[config.mk]
export PLATFORM = sky130hd
export DESIGN_NAME = cq_np_credit_ctrl
export DESIGN_NICKNAME = d
export VERILOG_FILES = /design/src/rtl/cq_np_credit_ctrl.sv
export SDC_FILE = /design/constraint.sdc
export NUM_CORES = 1
export LEC_CHECK = 0
export ABC_CLOCK_PERIOD_IN_PS = 4600
export BUFFER_PORTS_ARGS = -buffer_cell sky130_fd_sc_hd__buf_2
export CAP_MARGIN = 30
export CORE_AREA = 2 2 189 191
export DETAILED_ROUTE_END_ITERATION = 10
export DIE_AREA = 0 0 191 193
export GPL_TIMING_DRIVEN = 0
export PLACE_DENSITY = 0.3
export RECOVER_POWER = 25
export SLEW_MARGIN = 20
export SYNTH_ARGS = -nofsm -noshare
export SYNTH_HDL_FRONTEND = slang
export SYNTH_SLANG_ARGS = --single-unit
[constraint.sdc]
create_clock -name user_clk -period 4.6 [get_ports user_clk]
set_input_delay 0.23 -clock user_clk [delete_from_list [all_inputs] [get_ports user_clk]]
set_output_delay 0.23 -clock user_clk [all_outputs]
set_load 0.01 [all_outputs]
[src/rtl/cq_np_credit_ctrl.sv]
// Non-posted credit gate for the legacy CQ stream; CC completions return credit.
// Optional watchdog enabled by defining CQ_NP_TIMEOUT_EN.
module cq_np_credit_ctrl #(
  parameter int DATA_WIDTH     = 128,
  parameter int KEEP_WIDTH     = DATA_WIDTH/8,
  parameter int MAX_NP         = 8,
  parameter int TIMEOUT_CYCLES = 65535
) (
  input  logic                  user_clk,
  input  logic                  user_reset,
  input  logic [DATA_WIDTH-1:0] s_axis_cq_tdata,
  input  logic [KEEP_WIDTH-1:0] s_axis_cq_tkeep,
  input  logic                  s_axis_cq_tlast,
  input  logic [84:0]           s_axis_cq_tuser,
  input  logic                  s_axis_cq_tvalid,
  output logic [3:0]            s_axis_cq_tready,
  output logic [DATA_WIDTH-1:0] m_axis_cq_tdata,
  output logic [KEEP_WIDTH-1:0] m_axis_cq_tkeep,
  output logic                  m_axis_cq_tlast,
  output logic [84:0]           m_axis_cq_tuser,
  output logic                  m_axis_cq_tvalid,
  input  logic [3:0]            m_axis_cq_tready,
  input  logic                  cc_tvalid,
  input  logic                  cc_tready,
  input  logic                  cc_tlast,
  output logic [7:0]            np_outstanding,
  output logic                  np_stall,
  output logic                  np_timeout
);

  typedef enum logic {
    SOP = 1'b0,
    PKT = 1'b1
  } state_t;

  state_t     state_q, state_d;
  logic [7:0] cnt_q, cnt_d;
  logic [2:0] fmt;
  logic [4:0] typ;
  logic       is_np;
  logic       full;
  logic       hold;
  logic       hs;
  logic       inc;
  logic       dec;
  logic       dec_eff;
  logic       wd_fire;

  assign fmt = s_axis_cq_tdata[31:29];
  assign typ = s_axis_cq_tdata[28:24];

  assign is_np = ((typ == 5'b00000) & ~fmt[1])
               | (typ == 5'b00001)
               | (typ == 5'b00010);

  assign full = (cnt_q == 8'(MAX_NP));
  assign hold = (state_q == SOP) & s_axis_cq_tvalid
              & is_np & full;

  assign m_axis_cq_tdata  = s_axis_cq_tdata;
  assign m_axis_cq_tkeep  = s_axis_cq_tkeep;
  assign m_axis_cq_tlast  = s_axis_cq_tlast;
  assign m_axis_cq_tuser  = s_axis_cq_tuser;
  assign m_axis_cq_tvalid = s_axis_cq_tvalid & ~hold;
  assign s_axis_cq_tready = {4{m_axis_cq_tready[0] & ~hold}};
  assign np_stall         = hold;
  assign np_outstanding   = cnt_q;

  assign hs      = m_axis_cq_tvalid & m_axis_cq_tready[0];
  assign inc     = hs & (state_q == SOP) & is_np;
  assign dec     = cc_tvalid & cc_tready & cc_tlast;
  // A completion with nothing outstanding is stray and ignored.
  assign dec_eff = dec & (cnt_q != 8'd0);

  always_comb begin
    state_d = state_q;
    unique case (state_q)
      SOP: if (hs & ~s_axis_cq_tlast) state_d = PKT;
      PKT: if (hs & s_axis_cq_tlast) state_d = SOP;
      default: state_d = SOP;
    endcase
  end

  always_comb begin
    cnt_d = cnt_q;
    unique case (1'b1)
      inc & ~dec_eff: cnt_d = cnt_q + 8'd1;
      dec_eff & ~inc: cnt_d = cnt_q - 8'd1;
      default: ;
    endcase
    if (wd_fire) cnt_d = 8'd0;
  end

  always_ff @(posedge user_clk) begin
    if (user_reset) begin
      state_q <= SOP;
      cnt_q   <= 8'd0;
    end else begin
      state_q <= state_d;
      cnt_q   <= cnt_d;
    end
  end

`ifdef CQ_NP_TIMEOUT_EN
  logic [15:0] wd_q, wd_d;
  logic        wd_run;
  logic        to_q;
  logic        unused_ok;

  assign wd_run  = (cnt_q != 8'd0) & ~dec;
  assign wd_fire = wd_run
                 & (wd_q == 16'(TIMEOUT_CYCLES - 1));
  assign wd_d    = (wd_run & ~wd_fire) ? wd_q + 16'd1
                                       : 16'd0;

  always_ff @(posedge user_clk) begin
    if (user_reset) begin
      wd_q <= 16'd0;
      to_q <= 1'b0;
    end else begin
      wd_q <= wd_d;
      if (wd_fire) to_q <= 1'b1;
    end
  end

  assign np_timeout = to_q;
  assign unused_ok  = ^m_axis_cq_tready[3:1];
`else
  logic unused_ok;

  assign wd_fire    = 1'b0;
  assign np_timeout = 1'b0;
  assign unused_ok  = ^{m_axis_cq_tready[3:1],
                        32'(TIMEOUT_CYCLES)};
`endif

endmodule

**Word-level counts from Yosys, hierarchy flattened**

Index checks and enable logic that the tools add are counted.

- Muxes and demuxes: 4
- Add/subtract/negate cells: 2
- Bitwise operators: 24
- Reduce and logical (&&, ||, !) cells: 3
- Equal/unequal tests: 3

Operators with widths:

| operator | count |
|---|---|
| $and 1x1->1 | 16 |
| $pmux 8 s2 | 1 |
| $add 8x1->8 const B | 1 |
| $eq 8x4->1 const B | 1 |
| $reduce_bool 8->1 | 1 |
| $sub 8x1->8 const B | 1 |
| $not 1->1 | 6 |
| $eq 5x1->1 const B | 1 |
| $eq 5x2->1 const B | 1 |
| $logic_not 5->1 | 1 |
| $mux 1 | 2 |
| $or 1x1->1 | 2 |
| $pmux 1 s2 | 1 |
| $reduce_bool 2->1 | 1 |

- Word-level logic and storage cells: 38
- Input bits: 240
- Bits in registers: 9
- Output and inout port bits: 245

**Longest topological paths before layout**

- Depth after elaboration: 14
- Gate-level depth with buffers: 14
- Mapped depth without buffers: 13

**Worst setup path after synthesis**

Ideal clock, no wire load.

- Path type: reg-to-reg
- From: register cnt_q[6] (netlist: np_outstanding[6])
- To: register cnt_q[7] (netlist: np_outstanding[7])
- Path buffers: 1
- Arrival: 3.114 ns
- Setup time: 0.135 ns
- Data required time: 4.465 ns
- Setup slack: 1.351 ns
- Clock period less this slack: 3.249 ns
- Stages on the path, launching flop included: 14
- Path through: dfxtp_1 > or4_1 > nor4_1 > and3_1 > buf_6 > nor2_1 > nand2_1 > ha_1 > ha_1 > a21o_1 > a31o_2 > o21a_1 > o311ai_0 > o41ai_1

- Word-level cells in the longest chain between the ends: 10
- Elaborated cells on any way between the ends: 17
- Those cells by class: 2 x add/sub; 1 x eq/ne; 1 x mux; 11 x bitwise; 2 x reduce/logical

RTL lines:

| item | RTL line | text |
|---|---|---|
| from (decl) | 37 | `logic [7:0] cnt_q, cnt_d;` |
| from (signal assigned) | 100 | `cnt_q <= cnt_d;` |
| $eq 8x4->1 (*) | 56 | `assign full = (cnt_q == 8'(MAX_NP));` |
| $and 1x1->1 (*) | 58 | `& is_np & full;` |
| named net np_stall | 27 | `output logic np_stall,` |
| $not 1->1 (*) | 64 | `assign m_axis_cq_tvalid = s_axis_cq_tvalid & ~hold;` |
| $and 1x1->1 (*) | 64 |  |
| $and 1x1->1 (*) | 69 | `assign hs = m_axis_cq_tvalid & m_axis_cq_tready[0];` |
| $and 1x1->1 (*) (2 in series) | 70 | `assign inc = hs & (state_q == SOP) & is_np;` |
| $not 1->1 | 88 | `dec_eff & ~inc: cnt_d = cnt_q - 8'd1;` |
| $and 1x1->1 | 88 |  |
| $pmux 8 s2 or $reduce_bool 2->1 (tied branches) | n/a |  |

Mark *: on every way through the listed nets, which the timed path passes. The rest lies on a longest branch.
A chain may end at the register's enable or synchronous reset.

**Final worst setup path**

- From: register cnt_q[6] (netlist: np_outstanding[6])
- To: register cnt_q[7] (netlist: np_outstanding[7])

- Word-level cells in the longest chain between the ends: 10
- Elaborated cells on any way between the ends: 17
- Those cells by class: 2 x add/sub; 1 x eq/ne; 1 x mux; 11 x bitwise; 2 x reduce/logical

RTL lines:

| item | RTL line |
|---|---|
| $eq 8x4->1 | 56 |
| $and 1x1->1 | 58 |
| $not 1->1 | 64 |
| $and 1x1->1 | 64 |
| $and 1x1->1 | 69 |
| $and 1x1->1 (2 in series) | 70 |
| $not 1->1 | 88 |
| $and 1x1->1 | 88 |
| $pmux 8 s2 or $reduce_bool 2->1 (tied branches) | n/a |

Several ways; a longest one is shown, not always the timed one.

==> summary.md <==
| Metric | Value |
|---|---|
| Outcome | complete, no violations |
| Htree depth | 1 |
| Synth Cell Area | ~2500 um^2 |
| Area leader, netlist | buf_4 |
| FP Rows | 69 |
| Share of cells above drive strength 1 | 74.9% |
| Setup TNS | 0 ns |
| Initial Util | ~7% |
| Power Internal | approximately 390 uW |
| Clk sinks | 9 |
| Final worst path period need | approximately 3.7 ns |
| Min Hold Slack | approximately 0.28 ns |
| Final Hold Vio Count | 0 |
| Die Wd | roughly 190 um |
| Sequential power share | around 14% |
| Vias in the first global route | about 2,300 |
| Worst slew pin tran | roughly 0.54 ns |
| Final setup viols | 0 |
| Worst skew pair latency | 0.24 ns |
| Drt wl/cell | 10.1 um |
| Crit path capture | np_outstanding[7]$_SDFFE_PP0P_ |
| Synth cell count leaders | buf_4 (234), dfxtp_1 (9), inv_1 (8) |
| Setup WS pre-CTS | about 0.77 ns |
| Gate power share | between 50% and 60% |
| Simple-gate portion of the synthesized area | 7.42% |
| Seq/Total Area, Yosys | under 10% |
| CP peak stage delay | about 0.54 ns |
| Critical Path Stages | 13 |
| Net switching power | roughly 180 uW |
| Yosys reg bits | 9 |
| Most common flop cell mapped by yosys | dfxtp_1 |
| Critical Path Start | np_outstanding[6]$_SDFFE_PP0P_ |
| Post-synthesis mux area share | less than 1% |
| First-pass GRT wire length | 12,800 um |
| Final worst setup slack | 0.892 ns |
| Peak Freq | roughly 270 MHz |
| Hold buffer count at CTS | 0 |
| Post-synthesis xor/xnor area fraction | ~1.1% |
| Post-CTS Setup Bufs | 0 |
| Relative slew margins | 63.9% |
| Largest net degree at the start of global routing | 11 |
| Drt total wl | between 10,000 and 15,000 um |
| Num CTS Buffers | 3 |
| Number of distinct library cells after synthesis | 37 |
| Global routing usage on met2 | under 10% |
| M1 GR Usage | under 10% |
| Number of flops mapped to enable cells by yosys | 0 |
| Crit-path most repeated cell | ha_1 |
| Hold Startpoint | s_axis_cq_tlast |
| Synthesized-area fraction occupied by adder cells | between 4 and 5% |
| Clock root buffer | clkbuf_16 |
| Clk slew on worst S/H paths | roughly 0.04 ns |
| Critical path's top delay family | simple AND/OR/NAND/NOR gates |
| Clock share of power | approximately 28% |
| Routability cong. | 0.785 |
| Slowest-stage cell, CP | or4_1 |
| CP startpoint kind | flop |
| Worst Reg-to-Reg Cells | 13 |
| Initial antenna violation count | 1 |
| Core area | about 35,000 um^2 |
| PwrDens | ~130 nW/um^2 |
| Tcrit/Tclk final | between 80% and 90% |
| Syn nets | between 500 and 600 |
| Vias | ~2,700 |
| Buf/Inv on CP | 1 |
| Largest family of logic cells by synthesized area | buffers and inverters |
| Fin. max-slew vios | 0 |
| Remaining DRCs | 0 |
| IO Port Bufs | between 200 and 300 |
| Gate count after technology mapping | about 320 |
| GRT overflow | 0 |
| Die area | approximately 37,000 um^2 |
| Synth Area in Compound Gates | roughly 5.9% |
| Global-route track usage on met3 | approximately 1.5% |
| Gr usage total | under 10% |
| Clock skew | 0.00147 ns |
| Maximum vdd drop | roughly 85 uV |
| Top post-synthesis cells by area | buf_4 (71%), dfxtp_1 (7.3%), ha_1 (3.6%) |
| R2r endpoint | np_outstanding[7]$_SDFFE_PP0P_ |
| Critical Path Sink Type | flop |
| Post-route ant nets | 0 |
| Post-cts repair resize count | 0 |
| Async set or reset register ratio after synthesis | 0% |
| Share of the synthesized area in the top cell type | a little under three quarters |
| Leak | approximately 2.3 nW |
| Reg-to-reg slack, setup | around 0.89 ns |
| CTS tree | yes |
| Avg Vias per Cell | 2.62 |
| Longest Clk Path Bufs | 2 |
| Crit Path Class | reg -> reg |
| Final Net Count | 831 |
| N_diodes | 0 |
| Yosys warns | 0 |
| RSZ-0062 raised after global routing | false |
| Worst Hold Class | in -> reg |
| GRT Max-Usage Layer | met2 |
| Pre-antenna DRT Iters | 6 |
| DRC violation total after the first TritonRoute iteration | 34 |
| Data required time of the worst path | approximately 4.7 ns |
| Pwr Total | between 500 and 600 uW |
| CP Cell Sequence | or4_1 -> nor4_1 -> and3_1 -> buf_6 -> nor2_1 -> nand2_1 -> ha_1 -> ha_1 -> a21o_1 -> a31o_2 -> o21a_1 -> o311ai_0 -> o41ai_1 |
| Detailed Place HPWL | a little under 10,000 um |
| Cell with the most instances after synthesis | buf_4 |
| Ports | ~490 |
| Sw frac | about 31% |
| Number of max-cap violations | 0 |
| Die height | 193 um |
| CP Max Fanout | 9 |
| Avg Cell Area, Syn | between 7 and 8 um^2 |
| Data arrival, critical path | between 3 and 4 ns |
| Crit Reg-Reg Startpoint | np_outstanding[6]$_SDFFE_PP0P_ |
| Synthesis-to-layout area growth | 75.7% |
| Util after Layout | between 10% and 20% |
## worst min-delay path by stage
stage | to | depth (start not counted)
2_1_floorplan | np_outstanding[7]$_SDFFE_PP0P_ | 2
3_3_place_gp | flop | 2
3_5_place_dp | flop | 2
4_1_cts | flop | 3
5_1_grt | np_outstanding[7]$_SDFFE_PP0P_ | 3
6_report | flop | 3
## kinds of logic (layout without fill, tap and decap cells)
group | count (synthesis) | in the layout
xor gates and xnor gates | 3 | 3
AOI/OAI and AO/OA | 22 | 22
DFF | 9 | 9
other | 1 | 1
muxes | 1 | 1
and+or+nand+nor | 32 | 32
buffers and inverters | 245 | 506
adders and majority gates | 8 | 8
## cell usage in the layout, fill, tap and decap left out
master / Yosys / layout
buf_4: 234 / 234
buf_2: 0 / 194
clkbuf_1: 2 / 66
dfxtp_1: 9 / 9
inv_1: 8 / 8
a21oi_1: 7 / 7
nor2_1: 7 / 7
ha_1: 7 / 7
nand2_1: 4 / 4
nand3_1: 3 / 3
nor3_1: 3 / 3
xor2_1: 3 / 3
clkbuf_16: 0 / 3
or4_1: 2 / 2
nor4_1: 2 / 2
o31ai_1: 2 / 2
a21o_1: 2 / 2
o21a_1: 2 / 2
nor2b_1: 2 / 2
o211ai_1: 2 / 2
a31oi_1: 2 / 2
or3b_1: 1 / 1
and4_4: 1 / 1
and3_1: 1 / 1
buf_6: 1 / 1
nand4_1: 1 / 1
a31o_2: 1 / 1
or2_2: 1 / 1
o311ai_0: 1 / 1
o41ai_1: 1 / 1
o21ai_0: 1 / 1
a21boi_0: 1 / 1
or4b_2: 1 / 1
nor4b_1: 1 / 1
nor3b_1: 1 / 1
or3_1: 1 / 1
mux2i_1: 1 / 1
fa_1: 1 / 1
conb_1: 1 / 1
## final cells by class
type | instances | area (um^2)
Tap cell | 461 | 577
Fill cell | 4073 | 30600
Buffer | 237 | 1780
Clock buffer | 4 | 78.8
Multi-Input combinational cell | 67 | 477
Sequential cell | 9 | 180
Timing Repair Buffer | 257 | 1210
Inverter | 8 | 30.0
## power groups by stage
stage,registers [mW],clock network (mW),logic (mW)
detailed placement,0.0809,0,0.336
global placement,0.0809,0,0.338
finish,0.0794,0.161,0.325
global route,0.0794,0.172,0.352
CTS,0.0794,0.166,0.337
floorplan,0.0808,0,0.217
## through the flow
step,instances,area [um^2]
detailed placement,1039,4330
CTS,1043,4400
floorplan,321,2460
global route,1043,4330
finish,1043,4330
global placement,1039,4330
## layer usage
layer / part of all wire, % / up-vias / routed length (um)
li1: - / 1312 / -
met1: 30 / 1163 / 3180
met2: 55 / 250 / 5810
met3: 13 / 8 / 1350
met4: 1.6 / 0 / 173
met5: 0 / - / 0
## worst min-delay path, stage by stage
cell and delay [ns]:
buf_2 0.09, or4_1 0.10, a21oi_1 0.05
(Power assumes the default switching activity.)
